`src/rtl/irq_ctrl_pkg.sv`:
```
// irq_ctrl_pkg: register map, CTRL bit positions and FSM state type for irq_ctrl.
package irq_ctrl_pkg;

  localparam logic [7:0] ADDR_ENABLE  = 8'h00;
  localparam logic [7:0] ADDR_PENDING = 8'h01;
  localparam logic [7:0] ADDR_CTRL    = 8'h02;
  localparam logic [7:0] ADDR_EOI     = 8'h03;
  localparam logic [7:0] ADDR_VECTOR  = 8'h04;

  localparam int CTRL_GIE   = 0;
  localparam int CTRL_INSVC = 1;

  // Source index width; sources are limited to 8.
  localparam int IDX_W = 3;

  typedef enum logic [1:0] {
    ST_IDLE    = 2'd0,
    ST_REQUEST = 2'd1,
    ST_SERVICE = 2'd2
  } state_t;

endpackage

```
`src/rtl/irq_prio_enc.sv`:
```
// irq_prio_enc: lowest-index-wins priority encoder, purely combinational.
module irq_prio_enc
  import irq_ctrl_pkg::*;
#(
  parameter int N = 8
) (
  input  logic [N-1:0]     i_req,
  output logic             o_valid,
  output logic [IDX_W-1:0] o_idx
);

  // Scan from the top down so the lowest set index is the last one written.
  always_comb begin
    o_valid = 1'b0;
    o_idx   = '0;
    for (int i = N - 1; i >= 0; i--) begin
      if (i_req[i]) begin
        o_valid = 1'b1;
        o_idx   = IDX_W'(i);
      end
    end
  end

endmodule

```
`src/rtl/irq_ctrl.sv`:
```
// irq_ctrl: edge-latching, masked, prioritised interrupt controller with a
// vectored req/ack handshake and an 8-bit register bus.
// Build option IRQ_CTRL_SYNC_EN: two-flop synchroniser on every irq_in bit.
module irq_ctrl
  import irq_ctrl_pkg::*;
#(
  parameter int         N_IRQ         = 8,
  parameter logic [7:0] VECTOR_BASE   = 8'h10,
  parameter int         VECTOR_STRIDE = 4
) (
  input  logic             clk,
  input  logic             rst_n,
  input  logic [N_IRQ-1:0] irq_in,
  input  logic [7:0]       din,
  input  logic [7:0]       address,
  input  logic             w_en,
  input  logic             r_en,
  output logic [7:0]       dout,
  output logic             irq_req,
  output logic [7:0]       irq_vector,
  input  logic             irq_ack
);

  logic [N_IRQ-1:0] w_src;
  logic [N_IRQ-1:0] r_prev;
  logic [N_IRQ-1:0] w_edge;
  logic [N_IRQ-1:0] r_pending;
  logic [N_IRQ-1:0] r_enable;
  logic             r_gie;
  state_t           r_state, w_state_nxt;
  logic [IDX_W-1:0] r_idx;
  logic [7:0]       r_vec;
  logic             w_valid;
  logic [IDX_W-1:0] w_idx;
  logic [7:0]       w_vec;
  logic             w_in_svc;
  logic             w_take;
  logic             w_ack;
  logic             w_eoi;
  logic [N_IRQ-1:0] w_w1c;
  logic [N_IRQ-1:0] w_ack_clr;

`ifdef IRQ_CTRL_SYNC_EN
  logic [N_IRQ-1:0] r_sync1, r_sync2;

  // Two-flop synchroniser for sources not timed to clk.
  always_ff @(posedge clk or negedge rst_n) begin
    if (!rst_n) begin
      r_sync1 <= '0;
      r_sync2 <= '0;
    end else begin
      r_sync1 <= irq_in;
      r_sync2 <= r_sync1;
    end
  end

  assign w_src = r_sync2;
`else
  assign w_src = irq_in;
`endif

  // History is reset to 0 so a source already high at reset release counts once.
  always_ff @(posedge clk or negedge rst_n) begin
    if (!rst_n) r_prev <= '0;
    else        r_prev <= w_src;
  end

  assign w_edge    = w_src & ~r_prev;
  assign w_ack     = (r_state == ST_REQUEST) & irq_ack;
  assign w_eoi     = w_en & (address == ADDR_EOI);
  assign w_w1c     = (w_en && address == ADDR_PENDING) ? din[N_IRQ-1:0] : '0;
  assign w_ack_clr = w_ack ? (N_IRQ'(1) << r_idx) : '0;

  irq_prio_enc #(.N(N_IRQ)) u_prio (
    .i_req   (r_pending & r_enable),
    .o_valid (w_valid),
    .o_idx   (w_idx)
  );

  assign w_vec  = VECTOR_BASE + 8'(w_idx) * 8'(VECTOR_STRIDE);
  assign w_take = r_gie & w_valid;

  // Pending: clears (W1C or ack) are applied first so a same-cycle edge wins.
  always_ff @(posedge clk or negedge rst_n) begin
    if (!rst_n) r_pending <= '0;
    else        r_pending <= (r_pending & ~w_w1c & ~w_ack_clr) | w_edge;
  end

  // ENABLE and GIE configuration writes.
  always_ff @(posedge clk or negedge rst_n) begin
    if (!rst_n) begin
      r_enable <= '0;
      r_gie    <= 1'b0;
    end else if (w_en) begin
      if (address == ADDR_ENABLE) r_enable <= din[N_IRQ-1:0];
      if (address == ADDR_CTRL)   r_gie    <= din[CTRL_GIE];
    end
  end

  // FSM state register.
  always_ff @(posedge clk or negedge rst_n) begin
    if (!rst_n) r_state <= ST_IDLE;
    else        r_state <= w_state_nxt;
  end

  // FSM next state; ack takes precedence over a same-cycle GIE clear.
  always_comb begin
    w_state_nxt = r_state;
    case (r_state)
      ST_IDLE:    if (w_take) w_state_nxt = ST_REQUEST;
      ST_REQUEST: if (irq_ack) w_state_nxt = ST_SERVICE;
                  else if (!r_gie) w_state_nxt = ST_IDLE;
      ST_SERVICE: if (w_eoi) w_state_nxt = ST_IDLE;
      default:    w_state_nxt = ST_IDLE;
    endcase
  end

  // FSM outputs.
  always_comb begin
    irq_req  = (r_state == ST_REQUEST);
    w_in_svc = (r_state == ST_SERVICE);
  end

  // Capture the candidate when leaving IDLE; held unchanged through REQUEST.
  always_ff @(posedge clk or negedge rst_n) begin
    if (!rst_n) begin
      r_idx <= '0;
      r_vec <= 8'h00;
    end else if (r_state == ST_IDLE && w_take) begin
      r_idx <= w_idx;
      r_vec <= w_vec;
    end
  end

  assign irq_vector = r_vec;

  // Registered read port; holds its value when not reading.
  always_ff @(posedge clk or negedge rst_n) begin
    if (!rst_n) begin
      dout <= 8'h00;
    end else if (r_en) begin
      case (address)
        ADDR_ENABLE:  dout <= 8'(r_enable);
        ADDR_PENDING: dout <= 8'(r_pending);
        ADDR_CTRL:    dout <= {6'b0, w_in_svc, r_gie};
        ADDR_VECTOR:  dout <= w_valid ? w_vec : 8'h00;
        default:      dout <= 8'h00;
      endcase
    end
  end

endmodule
```
`config.mk`:
```
export PLATFORM = sky130hd
export DESIGN_NAME = irq_ctrl
export DESIGN_NICKNAME = d
export VERILOG_FILES = /design/src/rtl/irq_ctrl_pkg.sv /design/src/rtl/irq_prio_enc.sv /design/src/rtl/irq_ctrl.sv
export SDC_FILE = /design/constraint.sdc
export NUM_CORES = 1
export LEC_CHECK = 0
export BUFFER_PORTS_ARGS = -buffer_cell sky130_fd_sc_hd__buf_2
export CORE_UTILIZATION = 52
export CTS_BUF_LIST = sky130_fd_sc_hd__clkbuf_4 sky130_fd_sc_hd__clkbuf_8 sky130_fd_sc_hd__clkbuf_16
export CTS_CLUSTER_SIZE = 28
export DETAILED_ROUTE_END_ITERATION = 8
export PLACE_DENSITY = 0.78
export SYNTH_ARGS = -nofsm -noshare
export SYNTH_HDL_FRONTEND = slang
export SYNTH_HIERARCHICAL = 1
export SYNTH_SLANG_ARGS = --single-unit
```
`constraint.sdc`:
```
create_clock -name clk -period 2.6 [get_ports clk]
set_clock_uncertainty 0.2 [all_clocks]
set_input_delay 0 -clock clk [delete_from_list [all_inputs] [get_ports clk]]
set_output_delay 0 -clock clk [all_outputs]
set_load 0.05 [all_outputs]
```
# Word level (Yosys, flattened, before mapping)
# Index checks and enable logic that the tools add are counted.
classes:
  reduce_logical: 7
  order_cmp: 0
  n_bitwise: 11
  n_mul: 0
  n_shift: 1
  n_div: 0
  n_mux: 25
  n_addsub: 1
  eq_ne: 9
op_table:
  columns: ["cell", "n"]
  rows:
  - ["8-bit bitwise AND", 4]
  - ["8-bit one-hot mux with 4 select lines", 1]
  - ["3-bit 2-to-1 mux", 8]
  - ["8-bit inverter", 3]
  - ["8-bit by 2-bit == test with 1-bit output, second input constant", 2]
  - ["8-bit 2-to-1 mux", 2]
  - ["8-bit by 1-bit == test with 1-bit output, second input constant", 1]
  - ["8-bit by 3-bit == test with 1-bit output, second input constant", 1]
  - ["8-bit zero test", 1]
  - ["1-bit 2-to-1 mux", 8]
  - ["2-bit 2-to-1 mux", 4]
  - ["8-bit OR", 1]
  - ["1-bit by 3-bit left shift with 8-bit output, first input constant", 1]
  - ["5-bit by 5-bit adder with 6-bit output, first input constant", 1]
  - ["6-bit 2-to-1 mux", 1]
  - ["2-bit one-hot mux with 3 select lines", 1]
  - ["2-bit AND reduction", 2]
  - ["1-bit bitwise AND", 3]
  - ["3-bit inequality test, second input constant", 1]
  - ["3-bit AND reduction", 1]
  - ["2-bit by 1-bit == test with 1-bit output, second input constant", 1]
  - ["2-bit == test, second input constant", 1]
  - ["1-bit logical AND", 2]
  - ["2-bit zero test", 1]
  - ["2 further kinds", 2]
word_totals:
  rom_bits: 0
  word_cells: 62
  latchBits: 0
  ff_bits: 46
  out_inout_bits: 17
  ram_bits: 0
  n_memories: 0

# Logic depth before layout (Yosys ltp)
logic_depth:
  word_depth: 12
  mapped_depth: 6

# By module
# Netlist, hierarchy kept.
by_module_without_submodules:
  columns: ["module", "cells_per_inst", "area_each_um2", "n_inst"]
  rows:
  - ["irq_ctrl", 173, 1859.3, 1]
  - ["irq_prio_enc", 13, 80.1, 1]

# Worst setup path after synthesis
# No wires, ideal clock.
synth_path:
  kind: "register -> register"
  start: "register r_enable[5]"
  end: "register dout[2]"
  stages_incl_launch_ff: 7
  required_time_ns: 2.259
  synth_period_minus_slack_ns: 1.794
  setup_ns: 0.141
  setup_slack_ns: 0.806
  arrival_time_ns: 1.453
  path_cell_list: "dfrtp_1 > and2_1 > nor4_1 > nand2_1 > and4bb_2 > a22oi_1 > o22ai_1"
synth_via:
  word_cells_on_any_way: 16
  classes_between: "add/sub: 1; mux: 14; bitwise: 1"
synth_lines:
  columns: ["element", "line_no", "text"]
  rows:
  - ["start: declaration", "irq_ctrl.sv:28", "logic [N_IRQ-1:0] r_enable;"]
  - ["start signal: assignment", "irq_ctrl.sv:95", "if (address == ADDR_ENABLE) r_enable <= din[N_IRQ-1:0];"]
  - ["8-bit bitwise AND", "irq_ctrl.sv:75", ".i_req (r_pending & r_enable),"]
  - ["1-bit 2-to-1 mux (6 in series)", "irq_prio_enc.sv:17", "if (i_req[i]) begin"]
  - ["via w_valid", "irq_ctrl.sv:33", "logic w_valid;"]
  - ["6-bit 2-to-1 mux", "irq_ctrl.sv:146", "ADDR_VECTOR: dout <= w_valid ? w_vec : 8'h00;"]
  - ["8-bit one-hot mux with 4 select lines", "irq_ctrl.sv:142", "case (address)"]
  - ["end signal: assignment", "irq_ctrl.sv:143", "ADDR_ENABLE: dout <= 8'(r_enable);"]
  - ["end signal: assignment", "irq_ctrl.sv:144", "ADDR_PENDING: dout <= 8'(r_pending);"]
  - ["end signal: assignment", "irq_ctrl.sv:146", null]
  - ["end: declaration", "irq_ctrl.sv:18", "output logic [7:0] dout,"]
# The timed path passes the listed nets, and every way through them passes these cells.
# A chain may end at the register's enable or synchronous reset.

# Worst setup path after layout
layout_path:
  start: "input port address[3]"
  end: "register r_state[1]"
layout_via:
  elab_chain_len: 4
layout_lines:
  columns: ["element", "line_no", "text"]
  rows:
  - ["start: declaration", "irq_ctrl.sv:15", "input logic [7:0] address,"]
  - ["8-bit by 2-bit == test with 1-bit output", "irq_ctrl.sv:70", "assign w_eoi = w_en & (address == ADDR_EOI);"]
  - ["1-bit bitwise AND", "irq_ctrl.sv:70", null]
  - ["2-bit by 1-bit inequality test with 1-bit output (no line)", null, null]
  - ["3-bit AND reduction (no line)", null, null]
  - ["end signal: assignment", "irq_ctrl.sv:103", "else r_state <= w_state_nxt;"]
  - ["end: declaration", "irq_ctrl.sv:30", "state_t r_state, w_state_nxt;"]
# Every way passes these cells.

==> results by group <==
Status
  • Outcome: complete, no violations

Die
  • Initial core utilization: 0.563
  • Die ar.: 3980 µm²
  • # rows: 21
  • Core box area: 3440 µm²
  • Chip width: 63.1 µm
  • Io pins: 46
  • Die height: 63.1 µm

Route
  • WL final: 4670 µm
  • DR iter-0 viols: 79
  • Vias/cell: 5.54
  • Drc violations: 0
  • Post-DRT Antenna Nets: 0
  • DR pass1 iterations: 4
  • DR vias: 1663
  • WL per Instance: 15.6 µm

Global route
  • Congestion Overflow GR: 0
  • First-pass GRT wire length: 7790 µm
  • Largest net degree at the start of global routing: 40
  • Antenna violations before repair: 0
  • Total Routing Usage GR: 0.261
  • Vias in the first global route: 1655

Logic synthesis
  • Synthesized area: 1940 µm²
  • Yosys top cell area share: 0.503
  • Synthesis Warnings: 6
  • EDFF count, synth: 0
  • Dominant cell by count in the synthesized netlist: dfrtp_1
  • Main combinational cell family by area after synthesis: simple AND/OR/NAND/NOR gates
  • Post-synthesis simple-gate area fraction: 0.176
  • Synthesized flop and latch total: 39
  • Synth Area in Adders: 0
  • Asr flop ratio synth: 1.00
  • Avg Cell Area, Syn: 10.4 µm²
  • Top cells by count, synth: 39 x dfrtp_1, 19 x inv_1, 16 x mux2_2, 16 x o22ai_1, 14 x nand2_1
  • Leading area contributor after synthesis: dfrtp_1
  • Syn Inst Count: 186
  • Ranking of synthesized cells by area: dfrtp_1 50%, mux2_2 9.3%, o22ai_1 5.2%
  • Prevailing post-synth register cell: dfrtp_1
  • Synth Area in Compound Gates: 0.132
  • Seq/Total Area, Yosys: 0.503
  • Xor and xnor fraction of the mapped netlist area: 0
  • Cell variety after synth: 36
  • Post-synthesis mux area share: 0.119

STA
  • RSZ-0062 raised after global routing: no
  • Pins Over Slew Limit: 0
  • Period minus WS final: 2370 ps
  • Fmax: 422 MHz
  • Final setup viols: 0
  • Rel. slew slack: 0.442
  • Setup TNS: 0 ps
  • Min Hold Slack: 16.3 ps
  • Final period utilization: 0.912
  • Worst Tran Pin Value: 837 ps
  • Final Hold Viols: 0

Clock tree
  • Clock Root Buffer: clkbuf_8
  • Max Root-Sink Buffers: 2
  • CTS tree: built
  • CTS H-tree depth: 2
  • Setup bufs post-CTS: 0
  • Worst-skew pair later-pin latency: 290 ps
  • Post-CTS sizing: 0
  • CTS clk-pin slew, worst paths: 70 ps
  • # clock sinks: 39
  • Number of buffers created by CTS: 5
  • # hold bufs at CTS: 26

Finish
  • Diodes inserted: 0
  • Area grow syn2layout: 29.9%
  • Nets: 282
  • Final Util: 0.732
  • Share of cells above drive strength 1: 0.276
  • Filler cells: 263

Critical path
  • Req. time, crit path: 2580 ps
  • CP Cell Sequence: dlygate4sd3_1 > buf_2 > or4b_1 > o31ai_1 > nand2_1 > dlygate4sd3_1
  • Worst setup SP type: input pin
  • Worst setup path class: input pin to flip-flop
  • Critical path buffer and inverter count: 3
  • CP top delay family: buffers and inverters
  • Slowest stage cell, crit path: or4b_1
  • CP most frequent cell: dlygate4sd3_1
  • Critical Path AT: 2350 ps
  • Max stage delay on crit path: 760 ps
  • Critical-path maximum fanout: 10
  • Worst Setup End Kind: flip-flop

Place
  • GPL Wtd Cong: 0.831
  • DP HPWL: 3040 µm
  • I/O Buffers: 41

Power and ir drop
  • Worst VDD drop: 0.428 mV
  • PwrDens: 542 nW/µm²
  • P_leak: 1.17 nW

Min path
  • Hold Crit Class: input pin to flip-flop

Job
  • Max_cap viols: 0
==> placed cells by master (no fill, tap or decap), types with 2 or more instances in the layout <==
cell type      instances
a21oi_1                2
a22oi_1                4
a2bb2oi_1              2
and2_1                 8
buf_2                 41
clkbuf_8               7
conb_1                 4
dfrtp_1               39
dlygate4sd3_1         26
inv_1                 19
mux2_2                16
mux2i_1                4
nand2_1               14
nand2b_1               2
nand4_1                2
nand4b_1               2
nor2_1                 6
nor2b_1                6
nor4_1                 9
o21ai_0                7
o22ai_1               16
o31ai_1                3
==> logic make-up (layout without fill, tap and decap cells) <==
logic type	after synthesis	after routing
mux	21	21
flops	39	39
buf+inv	29	94
simple gates	57	57
compound gates	39	39
other cells	1	4
==> worst paths after layout <==
| path | slack [ps] | startpoint | depth (start not counted) | endpoint |
|---|---|---|---|---|
| max | 230 | address[3] | 6 | r_state[1] |
| min reg2reg | 230 | r_prev[0] | 1 | r_pending[0] |
| max reg2reg | 580 | r_pending[0] | 6 | r_idx[0] |
| max in group asynchronous | 1520 | rst_n | 2 | r_gie |
| min in group asynchronous | 150 | rst_n | 2 | dout[7] |
| min | 20 | address[2] | 4 | dout[7] |
==> worst register-to-register path, stage by stage, from the launching register on <==
cell and delay (ps):
dfrtp_1 370, and2_1 230, nor4_2 70, nand2_1 90
nand2_1 60, nor3_1 490, mux2_2 400
==> area by class of cell <==
type | instances | area (µm²) | area share
sequential | 39 | 976 | 0.387
multi-input combinational | 121 | 845 | 0.335
timing repair buffer | 67 | 465 | 0.185
clock buffer | 8 | 104 | 0.0412
inverter | 19 | 71.3 | 0.0283
tap | 46 | 57.6 | 0.0229
==> registers in the layout, summed over array words and instances, names as in the netlist <==
signal      count
r_gie           1
r_pending       8
r_idx           3
dout            8
r_state         2
r_prev          8
irq_vector      1
r_enable        8
==> stage by stage <==
stage          instance area, µm²  setup slack [ps]  power, W  std cells
2_1_floorplan                1950               806  0.000813        189
3_3_place_gp                 2150               628  0.000880        266
3_5_place_dp                 2150               600  0.000884        266
4_1_cts                      2520               246   0.00137        300
5_1_grt                      2520               135   0.00142        300
6_report                     2520               228   0.00137        300
==> per-layer routing <==
layer | wire, µm | GRT usage
met1 | 1990 | 0.349
met3 | 329 | 0.0688
met5 | 0 | 0
met2 | 2280 | 0.403
met4 | 68 | 0.105
==> report_power, final <==
part           internal, W  switching (W)  leakage [nW]
clock             0.000252       0.000205        0.0549
combinational     0.000102       0.000147         0.638
sequential        0.000635      0.0000241         0.482
total             0.000990       0.000376          1.17
Note: power is estimated with default switching activity, not from simulation.
